`src/rtl/uart_tx.sv`:
```
// UART transmit serializer: start, DATA_BITS data (LSB first), optional parity, STOP_BITS stop.
// Ports: clk, rst (sync, active-high), baud_tick, tx_data/tx_valid/tx_ready, tx, tx_busy.
// Optional parity bit enabled by defining UART_TX_PARITY_EN (sense chosen by PARITY_ODD).
module uart_tx #(
  parameter int DATA_BITS  = 8,
  parameter int STOP_BITS  = 1,
  parameter int PARITY_ODD = 0
) (
  input  logic                 clk,
  input  logic                 rst,
  input  logic                 baud_tick,
  input  logic [DATA_BITS-1:0] tx_data,
  input  logic                 tx_valid,
  output logic                 tx_ready,
  output logic                 tx,
  output logic                 tx_busy
);

  localparam int IW = (DATA_BITS > 1) ? $clog2(DATA_BITS) : 1;
  localparam logic [IW-1:0] LAST_IDX = IW'(DATA_BITS - 1);
  localparam logic LAST_STOP = 1'(STOP_BITS - 1);

  if (DATA_BITS < 5 || DATA_BITS > 9) begin : g_bad_data_bits
    $error("uart_tx: DATA_BITS must be 5..9");
  end
  if (STOP_BITS < 1 || STOP_BITS > 2) begin : g_bad_stop_bits
    $error("uart_tx: STOP_BITS must be 1 or 2");
  end
  if (PARITY_ODD < 0 || PARITY_ODD > 1) begin : g_bad_parity_odd
    $error("uart_tx: PARITY_ODD must be 0 or 1");
  end

  typedef enum logic [2:0] {
    S_IDLE,
    S_SYNC,
    S_START,
    S_DATA,
`ifdef UART_TX_PARITY_EN
    S_PARITY,
`endif
    S_STOP
  } state_t;

  state_t               r_state;
  state_t               w_state_nxt;
  logic                 r_tx;
  logic                 w_tx_nxt;
  logic                 r_ready;
  logic                 w_ready_nxt;
  logic                 r_busy;
  logic                 w_busy_nxt;
  logic [DATA_BITS-1:0] r_data;
  logic [DATA_BITS-1:0] w_data_nxt;
  logic [IW-1:0]        r_idx;
  logic [IW-1:0]        w_idx_nxt;
  logic [IW-1:0]        w_idx_inc;
  logic                 r_stop;
  logic                 w_stop_nxt;
  logic                 w_accept;

  // r_ready is only ever high in IDLE, so it doubles as the state qualifier.
  assign w_accept  = tx_valid && r_ready;
  assign w_idx_inc = r_idx + 1'b1;

`ifdef UART_TX_PARITY_EN
  logic w_par;
  assign w_par = (^r_data) ^ (PARITY_ODD != 0);
`endif

  always_ff @(posedge clk) begin
    if (rst) begin
      r_state <= S_IDLE;
      r_tx    <= 1'b1;
      r_ready <= 1'b1;
      r_busy  <= 1'b0;
      r_data  <= '0;
      r_idx   <= '0;
      r_stop  <= 1'b0;
    end else begin
      r_state <= w_state_nxt;
      r_tx    <= w_tx_nxt;
      r_ready <= w_ready_nxt;
      r_busy  <= w_busy_nxt;
      r_data  <= w_data_nxt;
      r_idx   <= w_idx_nxt;
      r_stop  <= w_stop_nxt;
    end
  end

  always_comb begin
    w_state_nxt = r_state;
    w_tx_nxt    = r_tx;
    w_ready_nxt = r_ready;
    w_busy_nxt  = r_busy;
    w_data_nxt  = r_data;
    w_idx_nxt   = r_idx;
    w_stop_nxt  = r_stop;
    unique case (r_state)
      S_IDLE: begin
        w_tx_nxt = 1'b1;
        if (w_accept) begin
          w_data_nxt  = tx_data;
          w_ready_nxt = 1'b0;
          w_busy_nxt  = 1'b1;
          w_state_nxt = S_SYNC;
        end
      end
      // Any tick seen here arrived after the accept edge, so
      // the start bit that follows always lasts a full period.
      S_SYNC: begin
        if (baud_tick) begin
          w_tx_nxt    = 1'b0;
          w_state_nxt = S_START;
        end
      end
      S_START: begin
        if (baud_tick) begin
          w_tx_nxt    = r_data[0];
          w_idx_nxt   = '0;
          w_state_nxt = S_DATA;
        end
      end
      S_DATA: begin
        if (baud_tick) begin
          if (r_idx != LAST_IDX) begin
            w_idx_nxt = w_idx_inc;
            w_tx_nxt  = r_data[w_idx_inc];
          end else begin
`ifdef UART_TX_PARITY_EN
            w_tx_nxt    = w_par;
            w_state_nxt = S_PARITY;
`else
            w_tx_nxt    = 1'b1;
            w_stop_nxt  = 1'b0;
            w_state_nxt = S_STOP;
`endif
          end
        end
      end
`ifdef UART_TX_PARITY_EN
      S_PARITY: begin
        if (baud_tick) begin
          w_tx_nxt    = 1'b1;
          w_stop_nxt  = 1'b0;
          w_state_nxt = S_STOP;
        end
      end
`endif
      S_STOP: begin
        w_tx_nxt = 1'b1;
        if (baud_tick) begin
          if (r_stop == LAST_STOP) begin
            w_ready_nxt = 1'b1;
            w_busy_nxt  = 1'b0;
            w_state_nxt = S_IDLE;
          end else begin
            w_stop_nxt = r_stop + 1'b1;
          end
        end
      end
      default: begin
        w_tx_nxt    = 1'b1;
        w_ready_nxt = 1'b1;
        w_busy_nxt  = 1'b0;
        w_state_nxt = S_IDLE;
      end
    endcase
  end

  assign tx       = r_tx;
  assign tx_ready = r_ready;
  assign tx_busy  = r_busy;

endmodule
```
`config.mk`:
```
export PLATFORM = sky130hd
export DESIGN_NAME = uart_tx
export DESIGN_NICKNAME = d
export VERILOG_FILES = /design/src/rtl/uart_tx.sv
export SDC_FILE = /design/constraint.sdc
export NUM_CORES = 1
export LEC_CHECK = 0
export CAP_MARGIN = 20
export CORE_MARGIN = 1.5
export CORE_UTILIZATION = 49
export CTS_CLUSTER_DIAMETER = 80
export CTS_CLUSTER_SIZE = 20
export DETAILED_ROUTE_END_ITERATION = 7
export PLACE_DENSITY = 0.83
export SLEW_MARGIN = 30
export SYNTH_ARGS = -nofsm -noshare
export SYNTH_HDL_FRONTEND = slang
export SYNTH_SLANG_ARGS = --single-unit
```
`constraint.sdc`:
```
create_clock -name clk -period 2.4 [get_ports clk]
set_input_delay 0.6 -clock clk [delete_from_list [all_inputs] [get_ports clk]]
set_output_delay 0.6 -clock clk [all_outputs]
set_load 0.05 [all_outputs]
```
### Word level (Yosys, flattened, before mapping)

Index checks and enable logic that the tools add are counted.

| storage, ports and cells | value |
|---|---|
| output and inout bits | 3 |
| input bits | 12 |
| word-level logic and storage cells | 67 |
| register bits | 18 |

| cells by class | value |
|---|---|
| $add $sub $neg | 2 |
| magnitude comparators | 1 |
| reduce and logical (&&, ||, !) cells | 11 |
| multiplexer cells | 32 |
| eq/ne operators | 13 |
| bitwise gates (word level) | 1 |

Operators by type and width:

| kind | number |
|---|---|
| two-way mux 3 bit | 10 |
| != test 2 bit (second input constant) | 8 |
| two-way mux 1 bit | 15 |
| one-hot mux 3 bit (5 select lines) | 1 |
| AND reduction 4 bit | 3 |
| one-hot mux 1 bit (3 select lines) | 3 |
| AND reduction 7 bit | 1 |
| equality test 3 x 2 -> 1 bit (second input constant) | 2 |
| one-hot mux 3 bit (2 select lines) | 1 |
| less-than comparator 3 x 4 -> 1 bit (second input constant) | 1 |
| nonzero test 2 bit | 2 |
| adder 3 x 1 -> 3 bit (second input constant) | 1 |
| binary-select mux 1 bit (select 3 bit) | 1 |
| equality test 3 x 1 -> 1 bit (second input constant) | 1 |
| equality test 3 bit (second input constant) | 1 |
| logical NOT 3 bit | 1 |
| != test 3 bit (second input constant) | 1 |
| AND reduction 3 bit | 1 |
| OR reduction 3 bit | 1 |
| one-hot mux 1 bit (2 select lines) | 1 |
| AND reduction 2 bit | 1 |
| adder 1 bit (second input constant) | 1 |
| logical AND 1 bit | 1 |
| inverter 1 bit | 1 |

### Depth between registers and ports, before layout

Gate-level depths: netlist of the first run.

| logic depth | value |
|---|---|
| word-level depth | 6 |
| depth in mapped cells | 6 |
| depth with buffers taken out | 6 |

### Worst setup path after synthesis of the first run

OpenSTA, ideal clock, no wires.

| timing | value |
|---|---|
| path type | register -> register |
| start point | register r_idx[0] |
| end point | register r_tx, in the netlist tx |
| required time | 2.266 ns |
| clock period less this slack | 1.964 ns |
| slack | 0.436 ns |
| library setup time | 0.134 ns |
| data arrival time | 1.831 ns |
| cell stages (with the launch flop) | 7 |
| buffers on the path | 0 |
| cell sequence | dfxtp_1 -> ha_1 -> ha_1 -> mux4_1 -> mux2_2 -> nor3b_2 -> o21ai_1 |

| between the ends | value |
|---|---|
| cells in the longest elaborated chain, start to end | 6 |
| elaborated cells between the ends (all ways) | 7 |
| classes of those cells | add/sub: 1; eq/ne: 1; mux: 5 |

Ends and longest elaborated chain:

| element | line | RTL |
|---|---|---|
| start: declaration | 54 | `logic [IW-1:0] r_idx;` |
| start signal: assignment | 85 | `r_idx <= w_idx_nxt;` |
| adder 3 x 1 -> 3 bit | 63 | `assign w_idx_inc = r_idx + 1'b1;` |
| binary-select mux 1 bit (select 3 bit) | 127 | `w_tx_nxt = r_data[w_idx_inc];` |
| two-way mux 1 bit (not written as such) | 127 |  |
| two-way mux 1 bit (*) | 125 | `if (r_idx != LAST_IDX) begin` |
| two-way mux 1 bit (*) | 124 | `if (baud_tick) begin` |
| one-hot mux 1 bit (3 select lines) (*) | 98 | `unique case (r_state)` |
| end signal: assignment | 81 | `r_tx <= w_tx_nxt;` |
| end: declaration | 46 | `logic r_tx;` |

Mark *: on every way between the ends. The rest lies on a longest branch, timed or not. The select of a mux whose other input is x is not followed.
A chain may end at the register's enable or synchronous reset.

### Final worst setup path of the first run

Ends and elaborated chain as after synthesis.

==> results.md, run 1 <==
* Static power due to leakage at 0.406 nW
* Clock net sink count at 17
* Worst reg2reg path endpoint: tx
* Worst clock skew at 0.00889 ns
* Number of antenna violations at the first check in global routing at 0
* Number of rows created at floorplan at 14
* Count of cells along the worst register-to-register path at 6
* Number of instances in the synthesized netlist at 90
* Die outline width at 43.8 microns
* TritonCTS clock tree: yes
* Worst-case clock buffer depth at 2
* Worst relative slew slack at 67.2%
* Main synth FF type: dfxtp_1
* Fraction of post-synthesis cell area in the top cell type by area at 41.8%
* Count of maximum capacitance violations at 0
* Number of DRC markers in iteration 0 at 15
* Path type of the worst min-delay path: reg -> reg
* Average cell area after synthesis at 9.05 sq um
* Max Transition Viols Final at 0
* Fmax at 471 MHz
* Root cell of the clock tree: clkbuf_4
* Unique masters post-synth at 33
* Global-route congestion overflow total at 0
* Worst endpoint required time at 2.56 ns
* Yosys warning total at 0
* Final hold viol count at 0
* Count of instances resized after the clock tree is built at 0
* Per-cell routed wire length at 12.8 microns
* Setup crit end kind: flop
* Number of register bits inferred by synthesis at 17
* NumNets Final at 120
* Total standard cell area after synthesis at 815 sq um
* Clock buffers created by TritonCTS at 3
* Kind of critical path: reg -> reg
* Placed cell count at 117
* Clock period minus worst slack at 2.13 ns
* I/O pins at 15
* Setup violators final at 0
* Endpoint with the worst hold slack: r_data[3]
* DRC viols at 0
* Routed WL at 1.55 mm
* Pin count of the biggest net entering global routing at 17
* Antenna cell count at 0
* Total routing usage reported by global routing at 18.7%
* Core outline area at 0.00152 sq mm
* Async set-reset flop share out of synthesis at 0%
* Initial standard-cell utilization of the core at 53.4%
* Final period util at 88.5%
* Post-CTS Hold Buffers at 0
* Most instantiated cells after synthesis: 17 x dfxtp_1, 13 x nand2_1, 11 x a21oi_1
* Number of standard cells in the final layout excluding fillers at 121
* Top-count cell post-synth: dfxtp_1
* Area leader, netlist: dfxtp_1
* Gpl congestion at 0.700
* Startpoint of the worst hold path: r_data[3]
* Register area share after synthesis at 41.8%
* Synth Net Count at 104
* Antenna-violating nets left at 0
* I/O Buffers at 14
* Max IR drop VDD at 0.332 mV
* Vias per cell at 5.83
* Largest fanout of any net on the critical path at 4
* Element type at the critical path start: flop
* Clock latency at the later pin of the worst-skew pair at 0.28 ns
* Final sum of negative setup slack at 0 ns
* Clock slew seen by the registers of the worst setup and hold paths at 0.10 ns
* Power density of the placed cells at 590 mW/mm^2
* Wire length of the first global-routing pass at 2.81 mm
* Vias at 706
* Share of cells above drive strength 1 at 12.4%
* Die height at 43.8 microns
* Pre-antenna DRT Iters at 4
* Buffer count from post-CTS setup fixing at 0
* EDFF count, synth at 0
* Slew at the pin with the worst max-slew slack at 0.490 ns
* Internal reg-to-reg setup slack at 0.27 ns
* Arrival time of the worst setup path at 2.29 ns
* Die area at 0.00192 sq mm
* Via count of the first global-routing pass at 661
* Maximum level of the CTS H-tree at 1
* Cell types occupying the most area after synthesis: dfxtp_1 42%, a21oi_1 6.8%, mux4_1 6.5%, nand2_1 6.0%, nand3_1 4.9%
* RSZ-0062 raised after global routing: false
* Synth-to-layout area growth at 22.6%
* RR Startpoint: r_idx[0]
* Outcome: completed
* DP HPWL at 1.17 mm
* Count of cells along the worst hold path at 2
## final cells by class
class                   instances  area, sq um
well taps                      16         20.0
inverters                       1         3.75
fillers                       131          526
repair buffers                 17          163
clock buffers                   4         26.3
multi-input cells              66          445
flip-flops and latches         17          340
## state kept, by name, indices dropped and copies added (netlist names)
name,cells
tx_ready,1
r_idx,3
r_data,8
r_state,3
tx_busy,1
tx,1
## worst max-delay path by stage
stage,startpoint,endpoint
after floorplan,r_idx[0],tx
after global placement,r_idx[0],tx
after detailed placement,r_idx[0],tx
after CTS,r_idx[0],tx
after global routing,r_idx[0],tx
final,r_idx[0],tx
## where the power goes
group	leakage, nW	internal [mW]	switching, mW
clock network	0.0150	0.0643	0.0839
logic	0.252	0.0585	0.0644
registers	0.139	0.301	0.0171
## routing by layer
layer  GRT usage (%)  vias to the layer above  routed length, microns
li1                -                      356                       -
met5               0                        -                       0
met1            25.5                      336                     753
met3            2.92                        2                      43
met2            30.9                       12                     749
met4            4.85                        0                       6
## cell usage in the layout (no fill, tap or decap), drive strengths merged
master and instances:
or3 1, a2111oi 2, inv 1, a21oi 11, mux2 1, clkdlybuf4s50 14
and2b 1, a21bo 1, mux4 2, and3 2, mux2i 2, nor2 6
nor3 1, nor3b 1, buf 3, o21bai 1, nor4b 1, a211oi 1
ha 2, dfxtp 17, o211ai 1, nand3 9, and2 1, o21ai 2
nand2 14, clkbuf 4, a31oi 1, nand2b 1, nand4 1
## kinds of logic (layout without fill, tap and decap cells)
| kind of cell | after synthesis | count (layout) | share of synthesized area [%] |
|---|---|---|---|
| adders and majority gates | 2 | 2 | 3.07 |
| and+or+nand+nor | 39 | 39 | 26.4 |
| DFF | 17 | 17 | 41.8 |
| muxes | 5 | 5 | 10.3 |
| AOI/OAI and AO/OA | 20 | 20 | 14.9 |
| buffers and inverters | 7 | 22 | 3.53 |
## stage by stage
| step | hold slack, ns | area [sq um] | worst slack (ns) | util, % | total power [mW] |
|---|---|---|---|---|---|
| 2_1_floorplan | 0.432 | 815 | 0.436 | - | 0.400 |
| 3_3_place_gp | 0.444 | 972 | 0.394 | 63.8 | 0.444 |
| 3_5_place_dp | 0.446 | 972 | 0.271 | 63.8 | 0.447 |
| 4_1_cts | 0.459 | 998 | 0.270 | 65.5 | 0.594 |
| 5_1_grt | 0.484 | 998 | 0.178 | 65.5 | 0.619 |
| 6_report | 0.455 | 998 | 0.275 | 65.5 | 0.589 |
## critical path, stage by stage, from the launching register on
cell and delay [ns]:
dfxtp_1 0.35, ha_1 0.22, ha_1 0.34, mux4_1 0.56, mux2_2 0.29, nor3b_2 0.16, o21ai_1 0.09
No activity file was read; power rests on OpenSTA's default activity.
==> inputs of run 2 (changes only) <==
--- a/config.mk
+++ b/config.mk
@@ -5,9 +5,10 @@
 export SDC_FILE = /design/constraint.sdc
 export NUM_CORES = 1
 export LEC_CHECK = 0
+export ABC_AREA = 1
 export CAP_MARGIN = 20
 export CORE_MARGIN = 1.5
-export CORE_UTILIZATION = 49
+export CORE_UTILIZATION = 50
 export CTS_CLUSTER_DIAMETER = 80
 export CTS_CLUSTER_SIZE = 20
 export DETAILED_ROUTE_END_ITERATION = 7
==> results.md, run 2 <==
* Largest fanout of any net on the critical path at 4 (unchanged)
* Die height at 44.9 microns (+2.5%)
* Worst endpoint required time at 1.80 ns (-0.76 ns)
* Die outline width at 44.9 microns (+2.5%)
* I/O pins at 15 (unchanged)
* Setup crit end kind: output pin
* Buffers and inverters on the worst path at 1 (+1)
* Number of DRC markers in iteration 0 at 24 (+9)
* Maximum level of the CTS H-tree at 1 (unchanged)
* TritonCTS clock tree: yes
* Kind of critical path: reg -> out
* Antenna cell count at 0 (unchanged)
* Most instantiated cells after synthesis: 26 x nand2_1, 18 x inv_1, 17 x dfxtp_1
* Clock slew seen by the registers of the worst setup and hold paths at 0.10 ns (about the same)
* Count of cells along the worst register-to-register path at 4 (-2)
* Number of rows created at floorplan at 14 (unchanged)
* Post-placement worst setup slack at 0.459 ns (+0.188 ns)
* Number of antenna violations at the first check in global routing at 0 (unchanged)
* Wire length of the first global-routing pass at 2.89 mm (+3.0%)
* DRC viols at 0 (unchanged)
* Share of cells above drive strength 1 at 12.0% (-0.41 points)
* Post-CTS Hold Buffers at 0 (unchanged)
* Buffer count from post-CTS setup fixing at 0 (unchanged)
* Main synth FF type: dfxtp_1
* Average cell area after synthesis at 6.96 sq um (-23%)
* Final hold viol count at 0 (unchanged)
* Antenna-violating nets left at 0 (unchanged)
* Setup violators final at 0 (unchanged)
* Synth Net Count at 140 (+35%)
* Outcome: completed
* Slew at the pin with the worst max-slew slack at 0.489 ns (-0.000506 ns)
* Multiplexer share of the synthesized area at 0% (-10 points)
* Die area at 0.00201 sq mm (+5.1%)
* Startpoint of the worst hold path: r_data[7]
* Root cell of the clock tree: clkbuf_4
* EDFF count, synth at 0 (unchanged)
* DP HPWL at 1.32 mm (+13%)
* Clock period minus worst slack at 2.11 ns (-0.0193 ns)
* Core outline area at 0.00158 sq mm (+3.4%)
* Global-route congestion overflow total at 0 (unchanged)
* Number of instances in the synthesized netlist at 126 (+40%)
* Pin count of the biggest net entering global routing at 19 (+2)
* Cell types occupying the most area after synthesis: dfxtp_1 39%, nand2_1 11%, a21oi_1 8.0%, inv_1 7.7%, nand3_1 5.7%
* Final hold slack at 0.452 ns (-0.00308 ns)
* Final worst setup slack at 0.294 ns (+0.0193 ns)
* Worst clock skew at 0.00545 ns (-0.00344 ns)
* Via count of the first global-routing pass at 714 (+8.0%)
* Highest-count cells in the layout ignoring fill and taps: 26 x nand2_1, 18 x inv_1, 17 x dfxtp_1
* Worst-case clock buffer depth at 2 (unchanged)
* Total standard cell area after synthesis at 877 sq um (+7.7%)
* Cell class contributing the biggest share of worst-path delay: buffers and inverters
* Final Power at 1.15 mW (+95%)
* Arrival time of the worst setup path at 1.51 ns (-0.78 ns)
* Fmax at 475 MHz (+0.92%)
* Worst relative slew slack at 67.3% (about the same)
* Routed WL at 1.69 mm (+8.8%)
* Async set-reset flop share out of synthesis at 0% (unchanged)
* Count of maximum capacitance violations at 0 (unchanged)
* Unique masters post-synth at 20 (-39%)
* Critical-path top delay cell: clkdlybuf4s50_1
* Arithmetic-cell share of the synthesized area counting full adders, half adders and majority gates at 2.85% (-0.22 points)
* Register area share after synthesis at 38.8% (-3.0 points)
* Synth-to-layout area growth at 19.5%
* Pre-antenna DRT Iters at 4 (unchanged)
* Longest individual stage delay on the worst path at 0.82 ns (+0.26 ns)
* Area leader, netlist: dfxtp_1
* Biggest registers after layout: r_data: 8 flops, r_idx: 3 flops, r_state: 3 flops
* Power density of the placed cells at 1100 mW/mm^2 (+86%)
* Stages on the worst setup path at 1 (-5)
* Clock net sink count at 17 (unchanged)
* Share of the synthesized area in compound gates (AO/OA/AOI/OAI) at 17.4% (+2.5 points)
* Largest reg by FF count: r_data
* Yosys warning total at 0 (unchanged)
* Count of instances resized after the clock tree is built at 0 (unchanged)
* Vias per cell at 5.20 (-11%)
* Max IR drop VDD at 0.693 mV (+110%)
* Area taken by multi-input logic gates at 443 sq um (-0.56%)
* Top-count cell post-synth: nand2_1
* Max Transition Viols Final at 0 (unchanged)
* Vias at 821 (+16%)
* Gpl congestion at 0.772 (+10%)
* Clock buffers created by TritonCTS at 3 (unchanged)
* RSZ-0062 raised after global routing: false
* Count of cells along the worst hold path at 2 (unchanged)
* Total routing usage reported by global routing at 19.3% (+0.61 points)
* Final sum of negative setup slack at 0 ns (unchanged)
* Commonest non-fill, non-tap cell in the layout: nand2_1
* Final period util at 87.7% (-0.81 points)
* Flip-flop count of the largest register, all copies and words added at 8 (unchanged)
* Simple-gate area share of the yosys netlist at 30.2% (+3.8 points)
* RR Startpoint: r_state[2]
* Clock latency at the later pin of the worst-skew pair at 0.29 ns (about the same)
* Static power due to leakage at 0.442 nW (+8.7%)
* Fraction of post-synthesis cell area in the top cell type by area at 38.8% (-3.0 points)
* Xor and xnor fraction of the mapped netlist area at 0% (unchanged)
* Source of the critical timing path: tx_ready
* Per-cell routed wire length at 10.7 microns (-17%)
* Path type of the worst min-delay path: reg -> reg
* Element type at the critical path start: flop
* Number of register bits inferred by synthesis at 17 (unchanged)
* Initial standard-cell utilization of the core at 55.6% (+2.2 points)
* Critical Path, Cell by Cell: clkdlybuf4s50_1
* I/O Buffers at 14 (unchanged)
* Combinational family with the most area after synthesis: simple AND/OR/NAND/NOR gates
* Storage element area at 340 sq um (unchanged)
* FILL cells at 154 (+18%)
* NumNets Final at 157 (+31%)
run 2: cell count changes after synthesis, moves of 3 or more:
cell and delta:
nand2_1 +13, inv_2 +3, nor2_1 +5, inv_1 +17, a21oi_1 +3, o21ai_0 +9
run 2: stage by stage:
stage,cell area (sq um),cells,utilization (%)
floorplan,877,126,-
global placement,1020,154,64.8
detailed placement,1020,154,64.8
CTS,1050,158,66.5
global route,1050,158,66.5
finish,1050,158,66.5
run 2: cells by family after synthesis:
| group | after synthesis |
|---|---|
| and+or+nand+nor | 56 |
| AOI/OAI and AO/OA | 28 |
| buffers and inverters | 23 |
| DFF | 17 |
| adders and majority gates | 2 |
run 2: layout make-up:
cell class / instances / area share, %
clock buffer: 4 / 2.51
inverter: 21 / 7.52
multi-input combinational: 86 / 42.2
sequential: 17 / 32.5
tap: 16 / 1.91
timing repair buffer: 14 / 13.4
run 2: layer usage:
metal  share of wire (%)  vias to the layer above  global-route usage, %
li1                    -                      436                      -
met1                  49                      368                   25.9
met2                  47                       15                   31.0
met3                 3.5                        2                   4.80
met4                0.77                        0                   5.29
met5                   0                        -                      0
run 2: final timing paths:
| check | end | slack [ns] |
|---|---|---|
| hold reg to reg | r_data[7] | 0.45 |
| hold / removal | r_data[7] | 0.45 |
| setup reg to reg | r_data[3] | 0.98 |
| setup / recovery | tx_ready | 0.29 |
run 2: power breakdown:
group | internal, mW | switching [mW]
combinational | 0.197 | 0.354
clock | 0.0647 | 0.0900
sequential | 0.371 | 0.0748
==> inputs of run 3 (changes only) <==
--- a/config.mk
+++ b/config.mk
@@ -8,12 +8,13 @@
 export ABC_AREA = 1
 export CAP_MARGIN = 20
 export CORE_MARGIN = 1.5
-export CORE_UTILIZATION = 50
+export CORE_UTILIZATION = 53
+export CTS_BUF_LIST = sky130_fd_sc_hd__clkbuf_2 sky130_fd_sc_hd__clkbuf_4 sky130_fd_sc_hd__clkbuf_8
 export CTS_CLUSTER_DIAMETER = 80
 export CTS_CLUSTER_SIZE = 20
 export DETAILED_ROUTE_END_ITERATION = 7
-export PLACE_DENSITY = 0.83
-export SLEW_MARGIN = 30
+export PLACE_DENSITY = 0.87
+export SKIP_LAST_GASP = 1
 export SYNTH_ARGS = -nofsm -noshare
 export SYNTH_HDL_FRONTEND = slang
 export SYNTH_SLANG_ARGS = --single-unit
==> results.md, run 3 (synthesis results as in run 2) <==
* DRC viols at 0 (unchanged)
* Worst relative slew slack at 67.4% (+0.16 points)
* Biggest registers after layout: r_data: 8 flops, r_idx: 3 flops, r_state: 3 flops
* Number of DRC markers in iteration 0 at 26 (+8.3%)
* Final Power at 1.16 mW (+0.40%)
* Setup crit end kind: output pin
* Slew at the pin with the worst max-slew slack at 0.487 ns (-0.00246 ns)
* Clock latency at the later pin of the worst-skew pair at 0.29 ns (about the same)
* Antenna cell count at 0 (unchanged)
* Fmax at 477 MHz (+0.41%)
* Pre-antenna DRT Iters at 4 (unchanged)
* Commonest non-fill, non-tap cell in the layout: nand2_1
* Worst-case clock buffer depth at 2 (unchanged)
* Routed WL at 1.72 mm (+2.1%)
* Final sum of negative setup slack at 0 ns (unchanged)
* Element type at the critical path start: flop
* RSZ-0062 raised after global routing: false
* Largest reg by FF count: r_data
* Vias per cell at 5.20 (unchanged)
* Buffers and inverters on the worst path at 1 (unchanged)
* DP HPWL at 1.33 mm (+0.91%)
* Number of rows created at floorplan at 14 (unchanged)
* Kind of critical path: reg -> out
* Maximum level of the CTS H-tree at 1 (unchanged)
* Highest-count cells in the layout ignoring fill and taps: 26 x nand2_1, 18 x inv_1, 17 x dfxtp_1
* Initial standard-cell utilization of the core at 57.6% (+1.9 points)
* Vias at 821 (unchanged)
* Total routing usage reported by global routing at 19.5% (+0.22 points)
* Gpl congestion at 0.815 (+5.6%)
* Outcome: completed
* Critical Path, Cell by Cell: clkdlybuf4s50_1
* Cell class contributing the biggest share of worst-path delay: buffers and inverters
* Buffer count from post-CTS setup fixing at 0 (unchanged)
* Clock net sink count at 17 (unchanged)
* Max Transition Viols Final at 0 (unchanged)
* I/O pins at 15 (unchanged)
* Per-cell routed wire length at 10.9 microns (+2.1%)
* Clock slew seen by the registers of the worst setup and hold paths at 0.10 ns (about the same)
* Number of antenna violations at the first check in global routing at 0 (unchanged)
* Final hold viol count at 0 (unchanged)
* Global-route congestion overflow total at 0 (unchanged)
* Clock buffers created by TritonCTS at 3 (unchanged)
* Setup violators final at 0 (unchanged)
* Core outline area at 0.00152 sq mm (-3.3%)
* Root cell of the clock tree: clkbuf_4
* Flip-flop count of the largest register, all copies and words added at 8 (unchanged)
* Arrival time of the worst setup path at 1.50 ns (about the same)
* I/O Buffers at 14 (unchanged)
* Static power due to leakage at 0.445 nW (+0.77%)
* Count of instances resized after the clock tree is built at 0 (unchanged)
* Pin count of the biggest net entering global routing at 19 (unchanged)
* Antenna-violating nets left at 0 (unchanged)
* Post-CTS Hold Buffers at 0 (unchanged)
* Via count of the first global-routing pass at 705 (-1.3%)
* Worst endpoint required time at 1.80 ns (about the same)
* TritonCTS clock tree: yes
* Critical-path top delay cell: clkdlybuf4s50_1
* Die area at 0.00191 sq mm (-5.3%)
* Count of maximum capacitance violations at 0 (unchanged)
* Synth-to-layout area growth at 20.0%
* Path type of the worst min-delay path: reg -> reg
* Clock period minus worst slack at 2.10 ns (-0.00856 ns)
* Wire length of the first global-routing pass at 2.78 mm (-3.8%)
* Largest fanout of any net on the critical path at 4 (unchanged)
* Longest individual stage delay on the worst path at 0.82 ns (about the same)
* Die height at 43.7 microns (-2.7%)
* Final period util at 87.4% (-0.36 points)
* Share of cells above drive strength 1 at 12.7% (+0.70 points)
* Power density of the placed cells at 1100 mW/mm^2 (about the same)
* Worst clock skew at 0.0105 ns (+0.00510 ns)
* NumNets Final at 157 (unchanged)
* Die outline width at 43.7 microns (-2.7%)
* Max IR drop VDD at 0.687 mV (-0.85%)
run 3: worst min-delay path, stage by stage (launching register included):
cell     delay, ns
dfxtp_1       0.32
inv_1         0.04
a21oi_1       0.05
run 3: worst paths after layout:
check        startpoint    endpoint  slack (ns)  cells after the start
min reg2reg   r_data[5]   r_data[5]        0.45                      2
max reg2reg    r_idx[0]  r_state[2]        0.96                      9
max            tx_ready    tx_ready        0.30                      1
min           r_data[5]   r_data[5]        0.45                      2
run 3: per-layer routing:
layer / wire [microns] / up-vias / GRT usage [%]
met3: 55 / 2 / 3.75
met5: 0 / - / 0
met1: 805 / 370 / 22.9
met4: 12 / 0 / 7.27
met2: 851 / 14 / 34.7
li1: - / 435 / -
run 3: cell type report:
| cell class | instances | area, sq um |
|---|---|---|
| clock buffer | 4 | 30.0 |
| fill | 132 | 472 |
| inverter | 21 | 78.8 |
| multi-input combinational | 86 | 443 |
| sequential | 17 | 340 |
| tap | 16 | 20.0 |
| timing repair buffer | 14 | 140 |
run 3: stage by stage:
| step | hold WS (ns) | utilization [%] | std cells | cell area, sq um | worst slack [ns] |
|---|---|---|---|---|---|
| final | 0.446 | 69.0 | 158 | 1050 | 0.303 |
| after global routing | 0.477 | 69.0 | 158 | 1050 | 0.251 |
| after CTS | 0.452 | 69.0 | 158 | 1050 | 0.307 |
| after detailed placement | 0.438 | 67.1 | 154 | 1020 | 0.451 |
| after global placement | 0.435 | 67.1 | 154 | 1020 | 0.531 |
| after floorplan | 0.423 | - | 126 | 877 | 1.04 |
run 3: where the power goes:
part           internal, mW  total (mW)  switching, mW
Clock                0.0758       0.159         0.0835
Combinational         0.197       0.550          0.353
Sequential            0.371       0.446         0.0755
